<file path="src/rtl/axil_arb_2to1.sv">
// Two-requester AXI4-lite arbiter: independent read and write FSMs share one master port.
// Define AXIL_ARB_FIXED_PRIO_EN for fixed s0-first priority instead of round robin.
module axil_arb_2to1 #(
   parameter int DATA_WIDTH = 32,
   parameter int ADDR_WIDTH = 32,
   parameter int STRB_WIDTH = DATA_WIDTH/8
) (
   input  logic                  clk,
   input  logic                  rst_n,
   // requester 0
   input  logic [ADDR_WIDTH-1:0] s0_axil_awaddr,
   input  logic [2:0]            s0_axil_awprot,
   input  logic                  s0_axil_awvalid,
   output logic                  s0_axil_awready,
   input  logic [DATA_WIDTH-1:0] s0_axil_wdata,
   input  logic [STRB_WIDTH-1:0] s0_axil_wstrb,
   input  logic                  s0_axil_wvalid,
   output logic                  s0_axil_wready,
   output logic [1:0]            s0_axil_bresp,
   output logic                  s0_axil_bvalid,
   input  logic                  s0_axil_bready,
   input  logic [ADDR_WIDTH-1:0] s0_axil_araddr,
   input  logic [2:0]            s0_axil_arprot,
   input  logic                  s0_axil_arvalid,
   output logic                  s0_axil_arready,
   output logic [DATA_WIDTH-1:0] s0_axil_rdata,
   output logic [1:0]            s0_axil_rresp,
   output logic                  s0_axil_rvalid,
   input  logic                  s0_axil_rready,
   // requester 1
   input  logic [ADDR_WIDTH-1:0] s1_axil_awaddr,
   input  logic [2:0]            s1_axil_awprot,
   input  logic                  s1_axil_awvalid,
   output logic                  s1_axil_awready,
   input  logic [DATA_WIDTH-1:0] s1_axil_wdata,
   input  logic [STRB_WIDTH-1:0] s1_axil_wstrb,
   input  logic                  s1_axil_wvalid,
   output logic                  s1_axil_wready,
   output logic [1:0]            s1_axil_bresp,
   output logic                  s1_axil_bvalid,
   input  logic                  s1_axil_bready,
   input  logic [ADDR_WIDTH-1:0] s1_axil_araddr,
   input  logic [2:0]            s1_axil_arprot,
   input  logic                  s1_axil_arvalid,
   output logic                  s1_axil_arready,
   output logic [DATA_WIDTH-1:0] s1_axil_rdata,
   output logic [1:0]            s1_axil_rresp,
   output logic                  s1_axil_rvalid,
   input  logic                  s1_axil_rready,
   // shared master port
   output logic [ADDR_WIDTH-1:0] m_axil_awaddr,
   output logic [2:0]            m_axil_awprot,
   output logic                  m_axil_awvalid,
   input  logic                  m_axil_awready,
   output logic [DATA_WIDTH-1:0] m_axil_wdata,
   output logic [STRB_WIDTH-1:0] m_axil_wstrb,
   output logic                  m_axil_wvalid,
   input  logic                  m_axil_wready,
   input  logic [1:0]            m_axil_bresp,
   input  logic                  m_axil_bvalid,
   output logic                  m_axil_bready,
   output logic [ADDR_WIDTH-1:0] m_axil_araddr,
   output logic [2:0]            m_axil_arprot,
   output logic                  m_axil_arvalid,
   input  logic                  m_axil_arready,
   input  logic [DATA_WIDTH-1:0] m_axil_rdata,
   input  logic [1:0]            m_axil_rresp,
   input  logic                  m_axil_rvalid,
   output logic                  m_axil_rready
);

   typedef enum logic [1:0] {WR_IDLE, WR_XFER, WR_RESP} wr_state_t;
   typedef enum logic [1:0] {RD_IDLE, RD_ADDR, RD_DATA} rd_state_t;

   wr_state_t wr_state, wr_next;
   rd_state_t rd_state, rd_next;
   logic      wr_gnt, rd_gnt, wr_pick, rd_pick;
   logic      aw_done, w_done;
   logic      wr_req0, wr_req1, wr_req, rd_req;
   logic      wr_xfer, wr_resp, rd_addr, rd_data;
   logic      g_awvalid, g_wvalid, g_bready, g_arvalid, g_rready;
   logic      aw_hs, w_hs, b_hs, ar_hs, r_hs;
   logic      aw_rdy, w_rdy, b_vld, ar_rdy, r_vld;

   assign wr_req0 = s0_axil_awvalid | s0_axil_wvalid;
   assign wr_req1 = s1_axil_awvalid | s1_axil_wvalid;
   assign wr_req  = wr_req0 | wr_req1;
   assign rd_req  = s0_axil_arvalid | s1_axil_arvalid;

`ifdef AXIL_ARB_FIXED_PRIO_EN
   assign wr_pick = ~wr_req0;
   assign rd_pick = ~s0_axil_arvalid;
`else
   logic wr_last, rd_last;
   // on a tie the port that did not win last time goes next
   assign wr_pick = (wr_req0 & wr_req1) ? ~wr_last : wr_req1;
   assign rd_pick = (s0_axil_arvalid & s1_axil_arvalid) ? ~rd_last : s1_axil_arvalid;

   always_ff @(posedge clk or negedge rst_n) begin
      if (!rst_n) begin
         wr_last <= 1'b1;
         rd_last <= 1'b1;
      end else begin
         if (wr_state == WR_IDLE && wr_req) wr_last <= wr_pick;
         if (rd_state == RD_IDLE && rd_req) rd_last <= rd_pick;
      end
   end
`endif

   // ---------------- write path ----------------
   assign wr_xfer   = (wr_state == WR_XFER);
   assign wr_resp   = (wr_state == WR_RESP);
   assign g_awvalid = wr_gnt ? s1_axil_awvalid : s0_axil_awvalid;
   assign g_wvalid  = wr_gnt ? s1_axil_wvalid  : s0_axil_wvalid;
   assign g_bready  = wr_gnt ? s1_axil_bready  : s0_axil_bready;

   assign m_axil_awaddr  = wr_gnt ? s1_axil_awaddr : s0_axil_awaddr;
   assign m_axil_awprot  = wr_gnt ? s1_axil_awprot : s0_axil_awprot;
   assign m_axil_wdata   = wr_gnt ? s1_axil_wdata  : s0_axil_wdata;
   assign m_axil_wstrb   = wr_gnt ? s1_axil_wstrb  : s0_axil_wstrb;
   assign m_axil_awvalid = wr_xfer & g_awvalid & ~aw_done;
   assign m_axil_wvalid  = wr_xfer & g_wvalid & ~w_done;
   assign m_axil_bready  = wr_resp & g_bready;

   assign aw_rdy = wr_xfer & m_axil_awready & ~aw_done;
   assign w_rdy  = wr_xfer & m_axil_wready & ~w_done;
   assign b_vld  = wr_resp & m_axil_bvalid;
   assign s0_axil_awready = aw_rdy & ~wr_gnt;
   assign s1_axil_awready = aw_rdy & wr_gnt;
   assign s0_axil_wready  = w_rdy & ~wr_gnt;
   assign s1_axil_wready  = w_rdy & wr_gnt;
   assign s0_axil_bvalid  = b_vld & ~wr_gnt;
   assign s1_axil_bvalid  = b_vld & wr_gnt;
   assign s0_axil_bresp   = m_axil_bresp;
   assign s1_axil_bresp   = m_axil_bresp;

   assign aw_hs = m_axil_awvalid & m_axil_awready;
   assign w_hs  = m_axil_wvalid & m_axil_wready;
   assign b_hs  = m_axil_bvalid & m_axil_bready;

   always_comb begin
      wr_next = wr_state;
      case (wr_state)
         WR_IDLE: if (wr_req) wr_next = WR_XFER;
         WR_XFER: if ((aw_done | aw_hs) & (w_done | w_hs)) wr_next = WR_RESP;
         WR_RESP: if (b_hs) wr_next = WR_IDLE;
         default: wr_next = WR_IDLE;
      endcase
   end

   always_ff @(posedge clk or negedge rst_n) begin
      if (!rst_n) begin
         wr_state <= WR_IDLE;
         wr_gnt   <= 1'b0;
         aw_done  <= 1'b0;
         w_done   <= 1'b0;
      end else begin
         wr_state <= wr_next;
         if (wr_state == WR_IDLE && wr_req) wr_gnt <= wr_pick;
         if (wr_next == WR_IDLE) begin
            aw_done <= 1'b0;
            w_done  <= 1'b0;
         end else begin
            if (aw_hs) aw_done <= 1'b1;
            if (w_hs)  w_done  <= 1'b1;
         end
      end
   end

   // ---------------- read path ----------------
   assign rd_addr   = (rd_state == RD_ADDR);
   assign rd_data   = (rd_state == RD_DATA);
   assign g_arvalid = rd_gnt ? s1_axil_arvalid : s0_axil_arvalid;
   assign g_rready  = rd_gnt ? s1_axil_rready  : s0_axil_rready;

   assign m_axil_araddr  = rd_gnt ? s1_axil_araddr : s0_axil_araddr;
   assign m_axil_arprot  = rd_gnt ? s1_axil_arprot : s0_axil_arprot;
   assign m_axil_arvalid = rd_addr & g_arvalid;
   assign m_axil_rready  = rd_data & g_rready;

   assign ar_rdy = rd_addr & m_axil_arready;
   assign r_vld  = rd_data & m_axil_rvalid;
   assign s0_axil_arready = ar_rdy & ~rd_gnt;
   assign s1_axil_arready = ar_rdy & rd_gnt;
   assign s0_axil_rvalid  = r_vld & ~rd_gnt;
   assign s1_axil_rvalid  = r_vld & rd_gnt;
   assign s0_axil_rdata   = m_axil_rdata;
   assign s1_axil_rdata   = m_axil_rdata;
   assign s0_axil_rresp   = m_axil_rresp;
   assign s1_axil_rresp   = m_axil_rresp;

   assign ar_hs = m_axil_arvalid & m_axil_arready;
   assign r_hs  = m_axil_rvalid & m_axil_rready;

   always_comb begin
      rd_next = rd_state;
      case (rd_state)
         RD_IDLE: if (rd_req) rd_next = RD_ADDR;
         RD_ADDR: if (ar_hs) rd_next = RD_DATA;
         RD_DATA: if (r_hs) rd_next = RD_IDLE;
         default: rd_next = RD_IDLE;
      endcase
   end

   always_ff @(posedge clk or negedge rst_n) begin
      if (!rst_n) begin
         rd_state <= RD_IDLE;
         rd_gnt   <= 1'b0;
      end else begin
         rd_state <= rd_next;
         if (rd_state == RD_IDLE && rd_req) rd_gnt <= rd_pick;
      end
   end

endmodule

</file>
<file path="config.mk">
export PLATFORM = sky130hd
export DESIGN_NAME = axil_arb_2to1
export DESIGN_NICKNAME = d
export VERILOG_FILES = /design/src/rtl/axil_arb_2to1.sv
export SDC_FILE = /design/constraint.sdc
export NUM_CORES = 1
export LEC_CHECK = 0
export ABC_AREA = 1
export BUFFER_PORTS_ARGS = -buffer_cell sky130_fd_sc_hd__buf_2
export CORE_AREA = 3 3 177 179
export DETAILED_ROUTE_END_ITERATION = 8
export DIE_AREA = 0 0 180 182
export MAX_ROUTING_LAYER = met4
export PLACE_DENSITY = 0.31
export SETUP_SLACK_MARGIN = 0.2
export SYNTH_ARGS = -nofsm -noshare
export SYNTH_HDL_FRONTEND = slang
export SYNTH_SLANG_ARGS = --single-unit
</file>
<file path="constraint.sdc">
create_clock -name clk -period 1.5 [get_ports clk]
set_input_delay 0.15 -clock clk [delete_from_list [all_inputs] [get_ports clk]]
set_output_delay 0.15 -clock clk [all_outputs]
set_load 0.005 [all_outputs]
</file>
==> results of run 1 <==
state kept, by name, indices dropped and copies added (netlist names):
signal    count
rd_gnt        1
rd_last       1
wr_gnt        1
wr_last       1
aw_done       1
w_done        1
rd_state      2
wr_state      2
cell usage in the layout (no fill, tap or decap), types with 3 or more instances in the layout:
cell type                   Yosys  layout
sky130_fd_sc_hd__nand2_1      332     233
sky130_fd_sc_hd__inv_2          1       5
sky130_fd_sc_hd__nor3_4         0       5
sky130_fd_sc_hd__nand2_2        0      74
sky130_fd_sc_hd__dfrtp_1        8       6
sky130_fd_sc_hd__o21ai_1        0       3
sky130_fd_sc_hd__buf_6          0      22
sky130_fd_sc_hd__buf_2          9     340
sky130_fd_sc_hd__o21ai_0        9       5
sky130_fd_sc_hd__nor2_4         0       4
sky130_fd_sc_hd__buf_12         0       9
sky130_fd_sc_hd__nor2_2         0       3
sky130_fd_sc_hd__clkbuf_16      0       7
sky130_fd_sc_hd__inv_1         24      18
sky130_fd_sc_hd__buf_4         72      11
sky130_fd_sc_hd__nand3_1        6       4
sky130_fd_sc_hd__nand2_4        0      25
sky130_fd_sc_hd__buf_16         0      12
sky130_fd_sc_hd__buf_8          0       4
sky130_fd_sc_hd__nor2_1        15       8
sky130_fd_sc_hd__nor3_2         0       3
final timing paths:
path	from	end	slack, ns	cells past startpoint
max in group asynchronous	rst_n	wr_last$_DFFE_PN1P_	0.91	2
worst max-delay path	wr_gnt$_DFFE_PN0P_	m_axil_awaddr[27]	-0.01	5
min in group asynchronous	rst_n	rd_state[1]$_DFFE_PN0P_	0.32	2
worst min register to register	rd_last$_DFFE_PN1P_	rd_last$_DFFE_PN1P_	0.50	2
worst min-delay path	m_axil_arready	rd_state[1]$_DFFE_PN0P_	0.17	3
worst max register to register	wr_gnt$_DFFE_PN0P_	aw_done$_DFFE_PN0P_	0.09	10
routing by layer:
| layer | up-vias | global-route usage (%) |
|---|---|---|
| met1 | 1817 | 9.51 |
| li1 | 2079 | - |
| met3 | 44 | 2.10 |
| met5 | - | - |
| met4 | 0 | 2.97 |
| met2 | 264 | 17.9 |
logic make-up after synthesis:
logic type	after synthesis	share of synthesized area (%)
compound gates	14	3.50
buf+inv	121	29.8
flops	10	10.2
mux	1	0.405
simple gates	363	56.1
what timing repair did:
action                     4_1_cts  5_1_grt
setup endpoints to repair      123      126
hold endpoints to repair         8        0
gates cloned                    13        5
resized for setup              117      107
setup buffers                   16       11
pin swaps                       25       19
hold buffers                     1        0
stage by stage:
step           hold slack [ns]  utilization (%)
6_report                 0.166             19.2
5_1_grt                  0.192             19.2
4_1_cts                  0.179             17.2
3_5_place_dp            0.0531             14.1
3_3_place_gp            0.0527             14.1
2_1_floorplan           -0.146                -
tightest hold or removal path: cells and delay by family:
| family | cells | cell delay [ns] |
|---|---|---|
| simple gates | 2 | 0.12 |
| buf+inv | 1 | 0.10 |
layout make-up:
type	instances	area [µm²]
Antenna cell	1	2.50
Clock buffer	4	88.8
Fill cell	3405	24000
Inverter	25	114
Multi-Input combinational cell	378	2010
Sequential cell	10	255
Tap cell	390	488
Timing Repair Buffer	403	2710
Timing Repair inverter	2	25.0
report_power, final:
group / internal, mW / total [mW] / switching (mW)
sequential: 0.428 / 0.585 / 0.158
combinational: 4.33 / 8.56 / 4.22
clock: 0.401 / 0.529 / 0.128
total: 5.16 / 9.67 / 4.51
==> metrics.md, run 1 <==
| Metric | Value |
|---|---|
| Deepest level of the CTS H-tree | `1` |
| Average wire per standard cell | `13.9 µm` |
| Asr flop ratio synth | `100%` |
| Number of synthesized flops with an enable pin | `0` |
| Fin crit share | `101%` |
| Total of max-cap violations | `0` |
| Final cell area excluding filler cells | `0.00570 mm²` |
| Number of global-route vias before repair | `4256` |
| Worst-case clock buffer depth | `2` |
| M1 WL | `5820 µm` |
| Kind of launch point of the worst setup path | `register` |
| Max FO, Critical Path | `18` |
| Final weighted congestion of routability-driven global placement | `0.828` |
| Library cell occupying the most area in the post-synthesis netlist | `sky130_fd_sc_hd__nand2_1` |
| Type of the setup path with the least slack | `reg2out` |
| Sequential cell area fraction in the yosys report | `10.2%` |
| Critical path's top delay family | `flip-flops` |
| Highest metal layer with signal wires | `met4` |
| Buffers and inverters on the worst path | `3` |
| Grt total ovfl | `0` |
| Share of cells above drive strength 1 | `65.9%` |
| Via/cell ratio | `3.47` |
| Post-route ant nets | `0` |
| Initial antenna violation count | `1` |
| Maximum clock skew at final layout | `0.000587 ns` |
| Most numerous cell types in the synthesized netlist | `sky130_fd_sc_hd__nand2_1, sky130_fd_sc_hd__buf_4, sky130_fd_sc_hd__inv_1, sky130_fd_sc_hd__nor2_1` |
| Class of the tightest hold or removal check | `in2reg` |
| Max-slew violations | `0` |
| CP required | `1.35 ns` |
| Crit path cell chain | `inv_8 > buf_12 > nand2_1 > nand2_2 > buf_2` |
| Result of the run | `finished, violations left` |
| Area enclosed by the die boundary | `0.0328 mm²` |
| Final Power | `9.67 mW` |
| Hold violation total from the final report | `0` |
| TritonCTS clock tree | `built` |
| Area share of the largest cell type after synthesis | `50.5%` |
| Total length of routed met2 wires | `9180 µm` |
| Total GRT Usage | `9.40%` |
| Sum of routed wire length over all layers | `16900 µm` |
| Post-synthesis cell type count | `20` |
| # placed instances | `1162` |
| Total via count after detailed routing | `4204` |
| Ys flop type | `sky130_fd_sc_hd__dfrtp_1` |
| TritonCTS Buffers | `3` |
| Number of register bits inferred by synthesis | `10` |
| Slowest cell on the critical path | `sky130_fd_sc_hd__dfrtp_2` |
| Rows | `63` |
| Root buffer cell | `sky130_fd_sc_hd__clkbuf_16` |
| Area of the core | `0.0297 mm²` |
| Yosys Warn Count | `0` |
| IO Port Bufs | `349` |
| Worst ir drop on vdd | `0.829 mV` |
| Fmax | `662 MHz` |
| Pin count of the biggest net entering global routing | `36` |
| Layout net count | `1088` |
| Violation count after the first detailed-route iteration | `110` |
| Setup repair after global routing missed its margin | `true` |
| Fin worst setup slack | `-0.00951 ns` |
| Die H | `182 µm` |
| Count of endpoints failing setup in the final report | `3` |
| Element type at the critical path end | `output port` |
| Top area cells in the synthesized netlist | `sky130_fd_sc_hd__nand2_1, sky130_fd_sc_hd__buf_4, sky130_fd_sc_hd__dfrtp_1` |
| Relative slew margins | `83.1%` |
| First-pass GRT wire length | `23800 µm` |
| Detail Placement HPWL | `12100 µm` |
| Failing checks | `negative setup slack` |
| Worst slack, placed | `0.0801 ns` |
| Post-synth design cell area | `0.00247 mm²` |
| DRC violation count after routing | `0` |
| Transition at the pin with the smallest max-transition slack | `0.251 ns` |
| Pwr per Cell Area | `1700 mW/mm²` |
| Insertion delay to the later sink of the worst-skew pair | `0.23 ns` |
| Number of cells produced by synthesis | `509` |
| Detailed Routing Iterations Pass 1 | `4` |
| Starting Density | `8.31%` |
| Minimum period implied by the final worst setup slack | `1.51 ns` |
| Synthesized netlist net count | `774` |
| Mean cell area of the mapped netlist | `4.85 µm²` |
| Most repeated cell in the gate-level netlist after synthesis | `sky130_fd_sc_hd__nand2_1` |
| Top-level I/O count | `458` |
| DR WL met3 | `1400 µm` |
| CP arrival | `1.36 ns` |
| Instance area at placement | `0.00419 mm²` |
| Clock Sinks | `10` |
| Area growth, synth to finish | `131%` |
| Number of non-filler instances in the completed layout | `1213` |
| Overall die width | `180 µm` |
| CTS clk-pin slew, worst paths | `0.04 ns` |
| Summed negative setup slack over all endpoints | `-0.0257 ns` |
| Leakage power total | `3.39 nW` |
| Worst stage delay on the critical path | `0.50 ns` |
No activity file was read; power rests on OpenSTA's default activity.
==> run 2: changes to the inputs <==
- ABC_AREA: 1 -> unset
- CORE_AREA: 3 3 177 179 -> 3 3 179 181
- DIE_AREA: 0 0 180 182 -> 0 0 182 184
==> run 2 against run 1 <==
The flow still finishes with violations (negative setup slack). Area after synthesis up 1.7%. Count of clock-buffer cells in the layout unchanged. Clock skew hardly changed. Power down 25%. Critical endpoint is now m_axil_wstrb[3]. Sequential cell count stayed put. First-iteration DRC count fell by 19%. Non-clock buffer count shrank 24. Utilization is 2.6 points lower. Hold slack better by 0.0016 ns. Synthesized cell count decreased by 48%. Critical path type unchanged. Cell count decreased by 21%. Sequential share of layout area increased by 0.67 points. Largest power group unchanged.
==> metrics.md, run 2 <==
| Metric | Value |
|---|---|
| Pwr per Cell Area | `1430 mW/mm²` |
| Insertion delay to the later sink of the worst-skew pair | `0.24 ns` |
| Total of max-cap violations | `0` |
| Maximum clock skew at final layout | `0.000651 ns` |
| Total via count after detailed routing | `3119` |
| TritonCTS Buffers | `3` |
| Leakage power total | `2.54 nW` |
| Failing checks | `negative setup slack` |
| Area enclosed by the die boundary | `0.0335 mm²` |
| Post-route ant nets | `0` |
| Worst-case clock buffer depth | `2` |
| Type of the setup path with the least slack | `reg2out` |
| Number of cells traversed by the worst hold path | `2` |
| Fillcell total | `3482` |
| Root buffer cell | `sky130_fd_sc_hd__clkbuf_16` |
| Result of the run | `finished, violations left` |
| Violation count after the first detailed-route iteration | `89` |
| Top-level I/O count | `458` |
| IO Port Bufs | `349` |
| CP arrival | `1.49 ns` |
| Top area cells in the synthesized netlist | `sky130_fd_sc_hd__mux2_2, sky130_fd_sc_hd__buf_4, sky130_fd_sc_hd__dfrtp_1` |
| Max FO, Critical Path | `12` |
| TritonCTS clock tree | `built` |
| Number of synthesized flops with an enable pin | `0` |
| Die H | `184 µm` |
| Post-synth design cell area | `0.00251 mm²` |
| Fin worst setup slack | `-0.135 ns` |
| DRC violation count after routing | `0` |
| Most repeated cell in the gate-level netlist after synthesis | `sky130_fd_sc_hd__mux2_2` |
| Final weighted congestion of routability-driven global placement | `0.760` |
| Library cell occupying the most area in the post-synthesis netlist | `sky130_fd_sc_hd__mux2_2` |
| Transition at the pin with the smallest max-transition slack | `0.402 ns` |
| Most frequent standard cell in the layout excluding fill and tap cells | `sky130_fd_sc_hd__buf_2` |
| Yosys Warn Count | `0` |
| Instance area at placement | `0.00419 mm²` |
| Clock Sinks | `10` |
| Most numerous cell types in the synthesized netlist | `sky130_fd_sc_hd__mux2_2, sky130_fd_sc_hd__buf_4, sky130_fd_sc_hd__buf_2, sky130_fd_sc_hd__nor2_1, sky130_fd_sc_hd__dfrtp_1` |
| Setup repair after global routing missed its margin | `true` |
| Element type at the critical path end | `output port` |
| Detailed Routing Iterations Pass 1 | `4` |
| Share of cells above drive strength 1 | `93.4%` |
| Deepest level of the CTS H-tree | `1` |
| Worst slack, placed | `0.0605 ns` |
| Number of non-filler instances in the completed layout | `958` |
| Detail Placement HPWL | `13100 µm` |
| Number of global-route vias before repair | `3410` |
| Synthesized netlist net count | `530` |
| Number of cells produced by synthesis | `265` |
| Biggest regs | `rd_state x2, wr_state x2` |
| Post-synthesis cell type count | `31` |
| Kind of launch point of the worst setup path | `register` |
| Grt total ovfl | `0` |
| Final cell area excluding filler cells | `0.00508 mm²` |
| Asr flop ratio synth | `100%` |
| Starting Density | `8.21%` |
| Relative slew margins | `73.0%` |
| Average wire per standard cell | `16.3 µm` |
| Mean cell area of the mapped netlist | `9.48 µm²` |
| Sum of routed wire length over all layers | `15600 µm` |
| Hold violation total from the final report | `0` |
| Summed negative setup slack over all endpoints | `-9.88 ns` |
| Fin crit share | `109%` |
| First-pass GRT wire length | `20500 µm` |
| Commonest cells after routing, fill and taps aside | `sky130_fd_sc_hd__buf_2, sky130_fd_sc_hd__mux2_2, sky130_fd_sc_hd__buf_6, sky130_fd_sc_hd__mux2_4, sky130_fd_sc_hd__buf_4` |
| Area of the core | `0.0306 mm²` |
| CP required | `1.35 ns` |
| Area share of the largest cell type after synthesis | `47.5%` |
| # placed instances | `929` |
| CTS clk-pin slew, worst paths | `0.04 ns` |
| Worst ir drop on vdd | `0.485 mV` |
| Area growth, synth to finish | `102%` |
| Worst R2R Path Depth | `5` |
| Via/cell ratio | `3.26` |
| Ys flop type | `sky130_fd_sc_hd__dfrtp_1` |
| Class of the tightest hold or removal check | `in2reg` |
| Sequential cell area fraction in the yosys report | `10.1%` |
| Number of register bits inferred by synthesis | `10` |
| Fmax | `612 MHz` |
| Overall die width | `182 µm` |
| Max-slew violations | `0` |
| Rows | `64` |
| Layout net count | `826` |
| Pin count of the biggest net entering global routing | `25` |
| Count of endpoints failing setup in the final report | `115` |
| Initial antenna violation count | `3` |
| Total GRT Usage | `8.49%` |
| Minimum period implied by the final worst setup slack | `1.64 ns` |
run 2: final cells by class:
class,count,area (µm²),share of cell area [%]
inverter,2,7.51,0.148
sequential,10,262,5.15
timing repair buffer,379,2400,47.3
antenna,2,5.00,0.0986
clock buffer,4,88.8,1.75
tap,396,495,9.76
multi-input combinational,165,1820,35.8
run 2: per-stage QoR:
stage | hold WS [ns] | utilization (%) | total power [mW]
after floorplan | -0.146 | - | 3.27
after global placement | 0.0565 | 13.7 | 4.82
after detailed placement | 0.0572 | 13.7 | 4.74
after CTS | 0.156 | 15.6 | 6.66
after global routing | 0.181 | 16.6 | 7.72
final | 0.168 | 16.6 | 7.27
run 2: routing by layer:
metal | GRT usage (%) | wire [µm] | vias up
met5 | - | 0 | -
li1 | - | - | 1459
met1 | 7.63 | 5020 | 1367
met2 | 17.6 | 8740 | 275
met4 | 1.19 | 283 | 0
met3 | 2.55 | 1550 | 18
run 2: path summary, 6_finish.rpt:
| path | slack [ns] | end | from |
|---|---|---|---|
| max reg2reg | -0.03 | wr_state[0]$_DFF_PN0_ | wr_gnt$_DFFE_PN0P_ |
| min reg2reg | 0.50 | wr_last$_DFFE_PN1P_ | wr_last$_DFFE_PN1P_ |
| max | -0.14 | m_axil_wstrb[3] | wr_gnt$_DFFE_PN0P_ |
| min in group asynchronous | 0.36 | wr_gnt$_DFFE_PN0P_ | rst_n |
| max in group asynchronous | 0.86 | rd_last$_DFFE_PN1P_ | rst_n |
| min | 0.17 | rd_last$_DFFE_PN1P_ | s0_axil_arvalid |
run 2: cells by family (layout without fill, tap and decap cells):
group	Yosys count	in the layout	share of synthesized area, %
muxes	111	111	49.9
buffers and inverters	90	385	26.1
and+or+nand+nor	35	35	7.52
AOI/OAI and AO/OA	19	19	6.42
DFF	10	10	10.1
other	0	2	0
run 2: repair_timing:
action / 4_1_cts / 5_1_grt
endpoints found under the hold margin: 8 / 0
endpoints found under the setup margin: 124 / 126
hold buffers: 1 / 0
resized for setup: 56 / 43
gates cloned: 6 / 3
buffers inserted: 8 / 5
pin swaps: 4 / 8
run 2: worst max-delay path: stages (launching register included):
cell                      delay [ns]
sky130_fd_sc_hd__dfrtp_4        0.54
sky130_fd_sc_hd__buf_12         0.16
sky130_fd_sc_hd__buf_16         0.14
sky130_fd_sc_hd__mux2_2         0.26
sky130_fd_sc_hd__buf_2          0.13
run 2: report_power, final:
group / switching [mW] / leakage [nW] / total (mW) / internal (mW)
Sequential: 0.236 / 0.112 / 0.677 / 0.440
Clock: 0.139 / 0.0442 / 0.541 / 0.402
Combinational: 2.24 / 2.38 / 6.05 / 3.81
Total: 2.61 / 2.54 / 7.27 / 4.65
==> run 3: changes to the inputs <==
- SETUP_SLACK_MARGIN: 0.2 -> unset
==> run 3 against run 2 <==
The run still ends with negative setup slack left. Sequential cell count did not move. Via count barely moved. Non-clock buffer count fell by 3. Die area did not move. Register-to-register slack barely moved. Global-route usage fell by 0.17 points. Critical path type unchanged. Largest power group unchanged.
==> metrics.md, run 3 (synthesized netlist as in run 2, its figures left out) <==
| Metric | Value |
|---|---|
| Result of the run | `finished, violations left` |
| Failing checks | `negative setup slack` |
| Pin count of the biggest net entering global routing | `25` |
| Type of the setup path with the least slack | `reg2out` |
| Fmax | `605 MHz` |
| CP arrival | `1.50 ns` |
| Class of the tightest hold or removal check | `in2reg` |
| Detailed Routing Iterations Pass 1 | `4` |
| CTS clk-pin slew, worst paths | `0.04 ns` |
| Core occupancy in the finished layout | `16.3%` |
| Rows | `64` |
| Transition at the pin with the smallest max-transition slack | `0.411 ns` |
| Final cell area excluding filler cells | `0.00498 mm²` |
| Starting Density | `8.21%` |
| Via/cell ratio | `3.26` |
| Worst stage delay on the critical path | `0.40 ns` |
| TritonCTS clock tree | `built` |
| Multi-input logic area | `0.00176 mm²` |
| Most frequent standard cell in the layout excluding fill and tap cells | `sky130_fd_sc_hd__buf_2` |
| Initial antenna violation count | `3` |
| Maximum clock skew at final layout | `0.000549 ns` |
| Crit path cell chain | `buf_12 > buf_6 > clkbuf_16 > mux2_4 > buf_6` |
| Insertion delay to the later sink of the worst-skew pair | `0.24 ns` |
| Critical path's top delay family | `buffers and inverters` |
| Kind of launch point of the worst setup path | `register` |
| Instance area at placement | `0.00419 mm²` |
| Area growth, synth to finish | `98.4%` |
| Top-level I/O count | `458` |
| Biggest regs | `rd_state x2, wr_state x2` |
| DRC violation count after routing | `0` |
| Relative slew margins | `72.4%` |
| Max FO, Critical Path | `7` |
| Number of global-route vias before repair | `3355` |
| Worst-case clock buffer depth | `2` |
| Total via count after detailed routing | `3118` |
| Hold Worst Slack | `0.169 ns` |
| Grt total ovfl | `0` |
| Buffers and inverters on the worst path | `4` |
| Detail Placement HPWL | `13100 µm` |
| Minimum period implied by the final worst setup slack | `1.65 ns` |
| Fin worst setup slack | `-0.154 ns` |
| Slowest cell on the critical path | `sky130_fd_sc_hd__dfrtp_2` |
| Count of endpoints failing setup in the final report | `101` |
| Violation count after the first detailed-route iteration | `75` |
| Average wire per standard cell | `16.1 µm` |
| Fillcell total | `3479` |
| Pwr per Cell Area | `1410 mW/mm²` |
| Area of the core | `0.0306 mm²` |
| Hold violation total from the final report | `0` |
| CP required | `1.35 ns` |
| Die H | `184 µm` |
| Max-slew violations | `0` |
| Share of cells above drive strength 1 | `91.4%` |
| Final weighted congestion of routability-driven global placement | `0.760` |
| Post-route ant nets | `0` |
| Deepest level of the CTS H-tree | `1` |
| Sequential cell area | `260 µm²` |
| Dominant cell type by count on the critical path | `sky130_fd_sc_hd__buf_6` |
| Element type at the critical path end | `output port` |
| Layout net count | `823` |
| First-pass GRT wire length | `20100 µm` |
| Worst ir drop on vdd | `0.487 mV` |
| Clock Sinks | `10` |
| Leakage power total | `2.50 nW` |
| Sum of routed wire length over all layers | `15400 µm` |
| Final Power | `7.02 mW` |
| TritonCTS Buffers | `3` |
| Setup repair after global routing missed its margin | `true` |
| IO Port Bufs | `349` |
| Overall die width | `182 µm` |
| Commonest cells after routing, fill and taps aside | `sky130_fd_sc_hd__buf_2, sky130_fd_sc_hd__mux2_2, sky130_fd_sc_hd__buf_6, sky130_fd_sc_hd__mux2_4, sky130_fd_sc_hd__nor2_1` |
| Fin crit share | `110%` |
| Root buffer cell | `sky130_fd_sc_hd__clkbuf_16` |
| Area enclosed by the die boundary | `0.0335 mm²` |
| Total of max-cap violations | `0` |
| Total GRT Usage | `8.33%` |
## run 3: through the flow
stage / TNS, ns / instances / setup slack (ns)
floorplan: 0 / 265 / 0.259
global placement: 0 / 929 / 0.0586
detailed placement: 0 / 929 / 0.0605
CTS: -11.79 / 944 / -0.155
global route: -15.88 / 955 / -0.202
finish: -10.75 / 955 / -0.154
## run 3: area by class of cell
cell class / instances / share of cell area [%]
clock buffers: 4 / 1.78
well taps: 396 / 9.94
inverters: 2 / 0.151
diodes: 2 / 0.100
multi-input cells: 165 / 35.3
flip-flops and latches: 10 / 5.22
repair buffers: 376 / 47.5
## run 3: path summary, 6_finish.rpt
kind / cells after the start / from / end / slack, ns
max in group asynchronous: 2 / rst_n / rd_last$_DFFE_PN1P_ / 0.86
min in group asynchronous: 2 / rst_n / wr_gnt$_DFFE_PN0P_ / 0.36
max: 5 / rd_gnt$_DFFE_PN0P_ / m_axil_araddr[21] / -0.15
min reg2reg: 2 / wr_last$_DFFE_PN1P_ / wr_last$_DFFE_PN1P_ / 0.50
min: 2 / s0_axil_arvalid / rd_last$_DFFE_PN1P_ / 0.17
max reg2reg: 5 / wr_gnt$_DFFE_PN0P_ / wr_state[0]$_DFF_PN0_ / -0.03
## run 3: what timing repair did
item | 4_1_cts | 5_1_grt
endpoints found under the hold margin | 8 | 0
setup buffers | 5 | 6
hold buffers | 1 | 0
endpoints found under the setup margin | 86 | 121
gates resized for setup | 15 | 67
cloned | 5 | 4
pin swaps | 3 | 2
## run 3: layer usage
layer / wire length (µm) / vias to the layer above / GRT usage (%) / part of all wire, %
met1: 4980 / 1371 / 7.47 / 32
met3: 1510 / 14 / 2.61 / 9.8
met4: 246 / 0 / 1.98 / 1.6
li1: - / 1453 / - / -
met5: 0 / - / - / 0
met2: 8650 / 280 / 16.8 / 56
## run 3: worst reg2reg max path, delay by kind of cell (launching register included)
kind / cells / cell delay, ns
buf+inv: 2 / 0.28
mux: 1 / 0.30
compound gates: 2 / 0.35
flops: 1 / 0.54
## run 3: power by group
part / internal, mW / switching (mW) / total (mW)
Sequential: 0.438 / 0.208 / 0.645
Combinational: 3.67 / 2.17 / 5.84
Clock: 0.402 / 0.135 / 0.537
Total: 4.51 / 2.52 / 7.02
